### config.mk
export PLATFORM = sky130hd
export DESIGN_NAME = lfsr_rand_gen
export DESIGN_NICKNAME = d
export VERILOG_FILES = /design/src/rtl/lfsr_pkg.sv /design/src/rtl/lfsr_core.sv /design/src/rtl/lfsr_rand_gen.sv
export SDC_FILE = /design/constraint.sdc
export NUM_CORES = 1
export LEC_CHECK = 0
export CAP_MARGIN = 15
export CORE_ASPECT_RATIO = 1.4
export CORE_MARGIN = 8
export CORE_UTILIZATION = 30
export CTS_CLUSTER_SIZE = 14
export DETAILED_ROUTE_END_ITERATION = 6
export GPL_ROUTABILITY_DRIVEN = 1
export PLACE_DENSITY = 0.65
export SYNTH_ARGS = -nofsm -noshare
export SYNTH_HDL_FRONTEND = slang
export SYNTH_HIERARCHICAL = 1
export SYNTH_SLANG_ARGS = --single-unit
### constraint.sdc
create_clock -name clk -period 1.6 [get_ports clk]
set_clock_uncertainty 0.1 [all_clocks]
set_input_delay 0.48 -clock clk [delete_from_list [all_inputs] [get_ports clk]]
set_output_delay 0.48 -clock clk [all_outputs]
set_load 0.05 [all_outputs]
### src/rtl/lfsr_pkg.sv
// Shared LFSR types and the XNOR step function used by every LFSR user in this codebase.
package lfsr_pkg;

  typedef enum logic [0:0] {
    IDLE = 1'b0,
    DRAW = 1'b1
  } rng_state_t;

  localparam int unsigned LFSR_MAX_W = 64;

  // Caller zero-extends state/taps to LFSR_MAX_W and truncates the result back to width.
  function automatic logic [LFSR_MAX_W-1:0] lfsr_next(
    input logic [LFSR_MAX_W-1:0] state,
    input logic [LFSR_MAX_W-1:0] taps,
    input int unsigned           width
  );
    logic                  fb;
    logic [LFSR_MAX_W-1:0] nxt;
    fb         = ~^(state & taps);
    nxt        = state >> 1;
    nxt[width-1] = fb;
    return nxt;
  endfunction

endpackage

### src/rtl/lfsr_core.sv
// Free-running XNOR LFSR with runtime load and all-ones lock-up recovery.
module lfsr_core
  import lfsr_pkg::*;
#(
  parameter int unsigned      WIDTH = 10,
  parameter logic [WIDTH-1:0] TAPS  = 10'b0000001001,
  parameter logic [WIDTH-1:0] SEED  = 10'b0011001001
) (
  input  logic             clk,
  input  logic             reset,
  input  logic             load,
  input  logic [WIDTH-1:0] load_value,
  output logic [WIDTH-1:0] state,
  output logic             lockup_seen
);

  logic [WIDTH-1:0] step;

  assign step = WIDTH'(lfsr_next(LFSR_MAX_W'(state), LFSR_MAX_W'(TAPS), WIDTH));

  // All-ones is the XNOR lock-up state: never let it in, recover to SEED instead.
  always_ff @(posedge clk or posedge reset) begin
    if (reset) begin
      state       <= SEED;
      lockup_seen <= 1'b0;
    end else if (load) begin
      if (&load_value) begin
        state       <= SEED;
        lockup_seen <= 1'b1;
      end else begin
        state <= load_value;
      end
    end else if (&state) begin
      state       <= SEED;
      lockup_seen <= 1'b1;
    end else begin
      state <= step;
    end
  end

endmodule

### src/rtl/lfsr_rand_gen.sv
// Uniform random value in [0, RANGE-1] drawn from an LFSR by bounded rejection sampling.
module lfsr_rand_gen
  import lfsr_pkg::*;
#(
  parameter int unsigned      WIDTH     = 10,
  parameter logic [WIDTH-1:0] TAPS      = 10'b0000001001,
  parameter logic [WIDTH-1:0] SEED      = 10'b0011001001,
  parameter int unsigned      RANGE     = 10,
  parameter int unsigned      MAX_TRIES = 8,
  localparam int unsigned     OUT_W     = $clog2(RANGE)
) (
  input  logic             clk,
  input  logic             reset,
  input  logic             seed_load,
  input  logic [WIDTH-1:0] seed_in,
  input  logic             req,
  output logic             ready,
  output logic             valid,
  output logic [OUT_W-1:0] rand_out,
  output logic [WIDTH-1:0] state_out,
  output logic             lockup_seen
);

  localparam int unsigned TRY_W = (MAX_TRIES > 1) ? $clog2(MAX_TRIES) : 1;

  rng_state_t       fsm, fsm_nxt;
  logic [TRY_W-1:0] tries, tries_nxt;
  logic [OUT_W-1:0] rand_nxt;
  logic             valid_nxt;
  logic [OUT_W-1:0] cand;
  logic             cand_ok;
  logic             last_try;

  lfsr_core #(
    .WIDTH (WIDTH),
    .TAPS  (TAPS),
    .SEED  (SEED)
  ) u_core (
    .clk         (clk),
    .reset       (reset),
    .load        (seed_load),
    .load_value  (seed_in),
    .state       (state_out),
    .lockup_seen (lockup_seen)
  );

  assign cand     = state_out[OUT_W-1:0];
  assign cand_ok  = 32'(cand) < RANGE;
  assign last_try = tries == TRY_W'(MAX_TRIES - 1);
  assign ready    = (fsm == IDLE);

  // Fold fallback: OUT_W = clog2(RANGE) keeps cand below 2*RANGE, so cand-RANGE is in range.
  always_comb begin
    fsm_nxt   = fsm;
    tries_nxt = tries;
    rand_nxt  = rand_out;
    valid_nxt = 1'b0;
    case (fsm)
      IDLE: begin
        if (req) begin
          fsm_nxt   = DRAW;
          tries_nxt = '0;
        end
      end
      DRAW: begin
        if (cand_ok) begin
          rand_nxt  = cand;
          valid_nxt = 1'b1;
          fsm_nxt   = IDLE;
        end else if (last_try) begin
          rand_nxt  = OUT_W'(32'(cand) - RANGE);
          valid_nxt = 1'b1;
          fsm_nxt   = IDLE;
        end else begin
          tries_nxt = tries + 1'b1;
        end
      end
      default: fsm_nxt = IDLE;
    endcase
  end

  always_ff @(posedge clk or posedge reset) begin
    if (reset) begin
      fsm      <= IDLE;
      tries    <= '0;
      rand_out <= '0;
      valid    <= 1'b0;
    end else begin
      fsm      <= fsm_nxt;
      tries    <= tries_nxt;
      rand_out <= rand_nxt;
      valid    <= valid_nxt;
    end
  end

endmodule

# Yosys cells after proc, flatten, opt, wreduce, memory -nomap -nowiden
# Index checks and enable logic that the tools add are counted.
# classes
addsub	2
n_lt_le_gt_ge	1
n_eq_ne	5
mux	19
bitwise_logic	1
n_reduce_logical	8
# ops
op	count
XNOR reduction 64 bit	1
two-way mux 10 bit	3
AND reduction 10 bit	2
two-way mux 1 bit	9
two-way mux 3 bit	3
two-way mux 4 bit	2
!= test 2 bit (second input constant)	3
case mux 3 bit (2 select lines)	1
less-than comparator 4 bit (second input constant)	1
AND reduction 2 bit	2
nonzero test 2 bit	2
subtractor 4 bit (second input constant)	1
adder 3 x 1 -> 3 bit (second input constant)	1
== test 3 bit (second input constant)	1
AND reduction 3 bit	1
!= test 2 x 1 -> 1 bit (second input constant)	1
case mux 1 bit (2 select lines)	1
inverter 1 bit	1
# word_totals
regBits	20
input_bits	14
output_inout_bits	17
elab_cells	42

# Logic depth before layout (Yosys ltp)
# depth
ltp_word	4
depth_mapped	6
mapped_depth_nobuf	5

# By module
# Netlist, hierarchy kept.
# by_module_without_submodules
module	n_inst	cells_per_inst	area_per_inst_um2	seq_area_each_um2
lfsr_rand_gen	1	42	475.5	225.2
lfsr_core	1	31	456.7	280.3

# Worst setup path before layout
# Ideal clock, no wire load.
# synth_timing
path_kind	register to register
from	register tries[0]
to	register rand_out[0]
setup_ns	0.125
t_arrival_ns	1.509
required_time_ns	1.375
path_slack_ns	-0.134
path_stages_with_launch	7
n_path_buf	1
synth_period_minus_slack_ns	1.734
cell_sequence	dfrtp_1 ha_1 ha_1 nand2b_2 o21a_1 buf_6 mux2_4
# synth_between
elab_chain_cells	3
# synth_rtl
item	line_no	rtl
start: declaration	lfsr_rand_gen.sv:27	logic [TRY_W-1:0] tries, tries_nxt;
start signal: assignment	lfsr_rand_gen.sv:90	tries <= tries_nxt;
== test 3 bit	lfsr_rand_gen.sv:49	assign last_try = tries == TRY_W'(MAX_TRIES - 1);
nonzero test 2 bit (no line)	-	
AND reduction 2 bit (no line)	-	
end signal: assignment	lfsr_rand_gen.sv:91	rand_out <= rand_nxt;
end: declaration	lfsr_rand_gen.sv:19	output logic [OUT_W-1:0] rand_out,
# Every way passes these cells.
# A chain may end at the register's enable or synchronous reset.

# Worst setup path after layout
# layout_timing
from	register u_core.state[3]
to	output port state_out[3]
# layout_lines
item	line_no	rtl
start: declaration	lfsr_core.sv:13	output logic [WIDTH-1:0] state,
start signal: assignment	lfsr_core.sv:31	state <= load_value;
start signal: assignment	lfsr_core.sv:37	state <= step;
end: declaration	lfsr_rand_gen.sv:20	output logic [WIDTH-1:0] state_out,
# No word-level cell between the ends.

==> summary by stage <==
Status
The flow ran to the end, but the final reports show violations. The checks that failed: setup timing.

Finish
The net total in the final layout is 143. The count of inserted antenna diode cells is 0. Compared with the post-synthesis result, the final layout area differs by 82.95%. The fraction of layout cells with a size suffix above 1 is 51.20%. Fill cells in the final layout number 254. The final standard cell area without fillers is 0.001705 mm². The fraction of the core area covered by cells at the end of the flow is 56.23%.

Synth
After synthesis, the largest family of logic cells by area is compound AO/OA/AOI/OAI gates. The Yosys step of the flow raised 6 warnings. The mapped netlist covers 932.1 µm². The synthesized netlist devotes 4.027% of its cell area to adder and majority cells. The synthesized netlist devotes 17.72% of its cell area to compound gates.

The synthesized netlist devotes 8.725% of its cell area to simple gates. The sequential fraction of the synthesis area is 54.23%. Synthesis inferred 20 register bits. The average instance in the mapped netlist occupies 12.77 µm². The synthesized instance count is 73. Summing the areas of all xor and xnor instances in the mapped netlist gives 0.9396% of the synthesized area.

The net count of the mapped netlist is 90. The multiplexer share of the synthesized area is 10.74%. The distinct cell type count of the synthesized netlist is 29.

Setup path
The kind of critical path is register to primary output. The worst setup path is launched from a register. The top fanout value on the critical path is 2. The signal on the critical path passes through buf_6 -> buf_12. The worst flop-to-flop path startpoint is u_core/state[3].

The required time reported for the critical path endpoint is 1.02 ns. The critical path contains buffers and inverters numbering 2 combined. STA classifies the critical path endpoint as a primary output.

For the worst flop-to-flop path, the logic depth is 5. In this run the number of cells on the critical path is 2. The cell with the largest stage delay on the worst path is sky130_fd_sc_hd__dfstp_4. The critical register-to-register path endpoint is u_core/state[8].

At the worst endpoint, the arrival time is 1.10 ns. The largest single stage delay on the critical path is 0.62 ns. The reg-to-reg setup timing slack is -0.04 ns. The cell type group with the largest total delay on the critical path is flip-flops.

CTS
The clock passes through at most 2 buffers. In this run the clock root is driven by a sky130_fd_sc_hd__clkbuf_8. In this run the number of H-tree levels came out at 1. Clock-pin slew was measured on the worst setup and hold paths at 0.07 ns. For this design, the CTS-stage hold fixing added 0 buffers.

Counting every sink on the clock net gives 20. The worst-skew pair later-pin latency is 0.26 ns. In this run, CTS created clock tree buffers numbering 3. The TritonCTS clock tree is done.

Floorplanning
In this run the core area contains 24 standard-cell rows. The initial core utilization is 30.73%. The die span in y is 81.96 µm. The I/O pin count is 31.

From left edge to right edge, the die measures 63.11 µm. The area of the die is 0.005172 mm². The core outline area is 0.003033 mm².

Routing
The residual DRC count is 0. Using the TritonRoute via totals, the vias-per-cell ratio works out to 4.884. The first-pass detailed-route iteration total is 4. Dividing the detail-routed wire length by the instance count gives 16.43 µm. The first routing iteration left 18 violations. The routed via count is 801. The post-route antenna net violation count is 0.

Summed over all layers, the routed wires come to 2695 µm.

Timing
The upper clock frequency limit is 0.5963 GHz. The number of hold-slack violations in the final timing report is 0. After layout, the worst path uses 104.8% of the clock period. At the pin with the least slew margin, the transition time is 0.4340 ns. Setup violations remaining at the end of the flow were counted as 11. The post-route worst setup slack is -0.07713 ns.

The relative slew slack is 71.04%. The number of slew-limit violations in the final report is 0. Setup repair after global routing could not meet its margin everywhere. For the finished layout, the period the worst path requires is 1.677 ns.

Pwr
The worst-case IR drop observed on VDD is 0.6275 mV. The power density normalized to cell area is 1415 mW/mm². The cell leakage power is 0.7777 nW.

Min path
The path type of the worst min-delay path is input port to async pin.

Job
The number of max-capacitance violations reported is 0.

Placed design
At the end of routability-driven placement, the weighted congestion stood at 0.7515. The cell area after placement is 0.001562 mm². The count of input and output buffers is 30. The HPWL after detailed placement is 2176 µm.

Global route
For this run the aggregate overflow at the end of global routing stands at 0. The first global-routing pass estimated 4347 µm of wire. The largest net degree at the start of global routing is 12. The initial antenna violation count is 0. The via count of the first global-routing pass was 911.

The combined global-route utilization of all metal layers is 10.79%.
[stage by stage]
step           cells  power (mW)  hold WS [ns]  setup WS [ns]  setup TNS (ns)
2_1_floorplan     73       1.334        0.2079       -0.06855         -0.2056
4_1_cts          161       2.403        0.4109       -0.08382         -0.4150
5_1_grt          164       2.524        0.4409        -0.1066         -0.7699
3_5_place_dp     155       1.961        0.4391        -0.3385          -3.138
3_3_place_gp     155       1.928        0.4578        -0.2924          -2.606
6_report         164       2.414        0.4053       -0.07713         -0.4164
[where the power goes]
group	internal, mW	switching, mW	leakage (nW)
logic	0.672	0.577	0.515
clock network	0.219	0.160	0.0288
registers	0.640	0.146	0.234
[placed cells by master, fill, tap and decap left out, drive strengths merged]
master         count
nand2              2
mux2i              1
nand2b             2
mux2               7
a21o               1
inv                6
a21oi              2
o22a               1
buf               36
o21ai              3
o31a               1
nand4              2
a41oi              1
o311a              1
o21bai             1
nand3b             1
nor2               3
xnor2              1
clkbuf             4
ha                 3
clkdlybuf4s50     13
and4               2
o211a              1
dfstp              4
a22o               6
dfrtp             16
a211o              1
o21a               1
nor3               2
[logic make-up after synthesis]
kind of cell,count (synthesis)
compound gates,20
xor+xnor,1
fa+ha+maj,3
buf+inv,7
flops,20
mux,8
simple gates,14
[cell type report]
| class | count | area (µm²) | share of cell area [%] |
|---|---|---|---|
| inverters | 6 | 22.52 | 1.321 |
| multi-input cells | 46 | 437.9 | 25.68 |
| flip-flops and latches | 20 | 513.0 | 30.08 |
| repair buffers | 49 | 628.1 | 36.83 |
| well taps | 39 | 48.80 | 2.861 |
| clock buffers | 4 | 55.05 | 3.228 |
[cells in the mapped netlist]
master,instances,share of area [%]
sky130_fd_sc_hd__o21ai_0,3,1.6
sky130_fd_sc_hd__nand2_1,2,0.81
sky130_fd_sc_hd__ha_1,3,4.0
sky130_fd_sc_hd__buf_6,1,1.2
sky130_fd_sc_hd__o22a_2,1,1.1
sky130_fd_sc_hd__a21o_1,1,0.81
sky130_fd_sc_hd__a211o_1,1,0.94
sky130_fd_sc_hd__a21oi_1,2,1.1
sky130_fd_sc_hd__dfstp_2,4,11
sky130_fd_sc_hd__nand4_1,2,1.3
sky130_fd_sc_hd__o311a_2,1,1.2
sky130_fd_sc_hd__o21a_1,1,0.81
sky130_fd_sc_hd__nand2b_1,1,0.67
sky130_fd_sc_hd__a41oi_2,1,1.7
sky130_fd_sc_hd__o31a_1,1,0.94
sky130_fd_sc_hd__xnor2_1,1,0.94
sky130_fd_sc_hd__a22o_1,6,5.6
sky130_fd_sc_hd__nor3_1,2,1.1
sky130_fd_sc_hd__dfrtp_1,16,43
sky130_fd_sc_hd__mux2_2,4,4.8
sky130_fd_sc_hd__mux2i_1,1,1.1
sky130_fd_sc_hd__nand3b_1,1,0.81
sky130_fd_sc_hd__o21bai_1,1,0.81
sky130_fd_sc_hd__mux2_4,3,4.8
sky130_fd_sc_hd__nand2b_2,1,0.94
sky130_fd_sc_hd__and4_1,2,1.9
sky130_fd_sc_hd__nor2_1,3,1.2
sky130_fd_sc_hd__o211a_1,1,1.1
sky130_fd_sc_hd__inv_1,6,2.4
[registers in the layout, summed over array words and instances, names as in the netlist]
| name | flops |
|---|---|
| u_core/state | 10 |
| rand_out | 4 |
| tries | 3 |
| fsm | 1 |
| u_core/lockup_seen | 1 |
| valid | 1 |
[per-layer routing]
metal,part of all wire (%),up-vias,GRT usage [%]
met5,0,-,0
met4,1.8,0,5.492
met3,7.8,5,4.366
met2,52,37,20.35
met1,38,383,9.863
li1,-,376,-
[worst register-to-register path, cell delays in order, from the launching register on]
cell                      delay, ns
sky130_fd_sc_hd__dfstp_4       0.62
sky130_fd_sc_hd__buf_4         0.13
sky130_fd_sc_hd__and4_4        0.23
sky130_fd_sc_hd__a41oi_2       0.12
sky130_fd_sc_hd__buf_6         0.15
sky130_fd_sc_hd__a22o_1        0.18
[how the worst max path moves through the flow]
stage                    start         endpoint  slack [ns]
2_1_floorplan         tries[1]      rand_out[0]       -0.07
3_3_place_gp        seed_in[9]  u_core/state[2]       -0.29
3_5_place_dp        seed_in[8]  u_core/state[9]       -0.34
4_1_cts        u_core/state[3]     state_out[3]       -0.08
5_1_grt        u_core/state[3]     state_out[3]       -0.11
6_report       u_core/state[3]     state_out[3]       -0.08
[timing repair]
item                                    CTS  global route
setup buffers                             3             3
pin swaps                                10             1
resized for setup                         9             3
endpoints found under the setup margin   16            16
(Power assumes the default switching activity.)
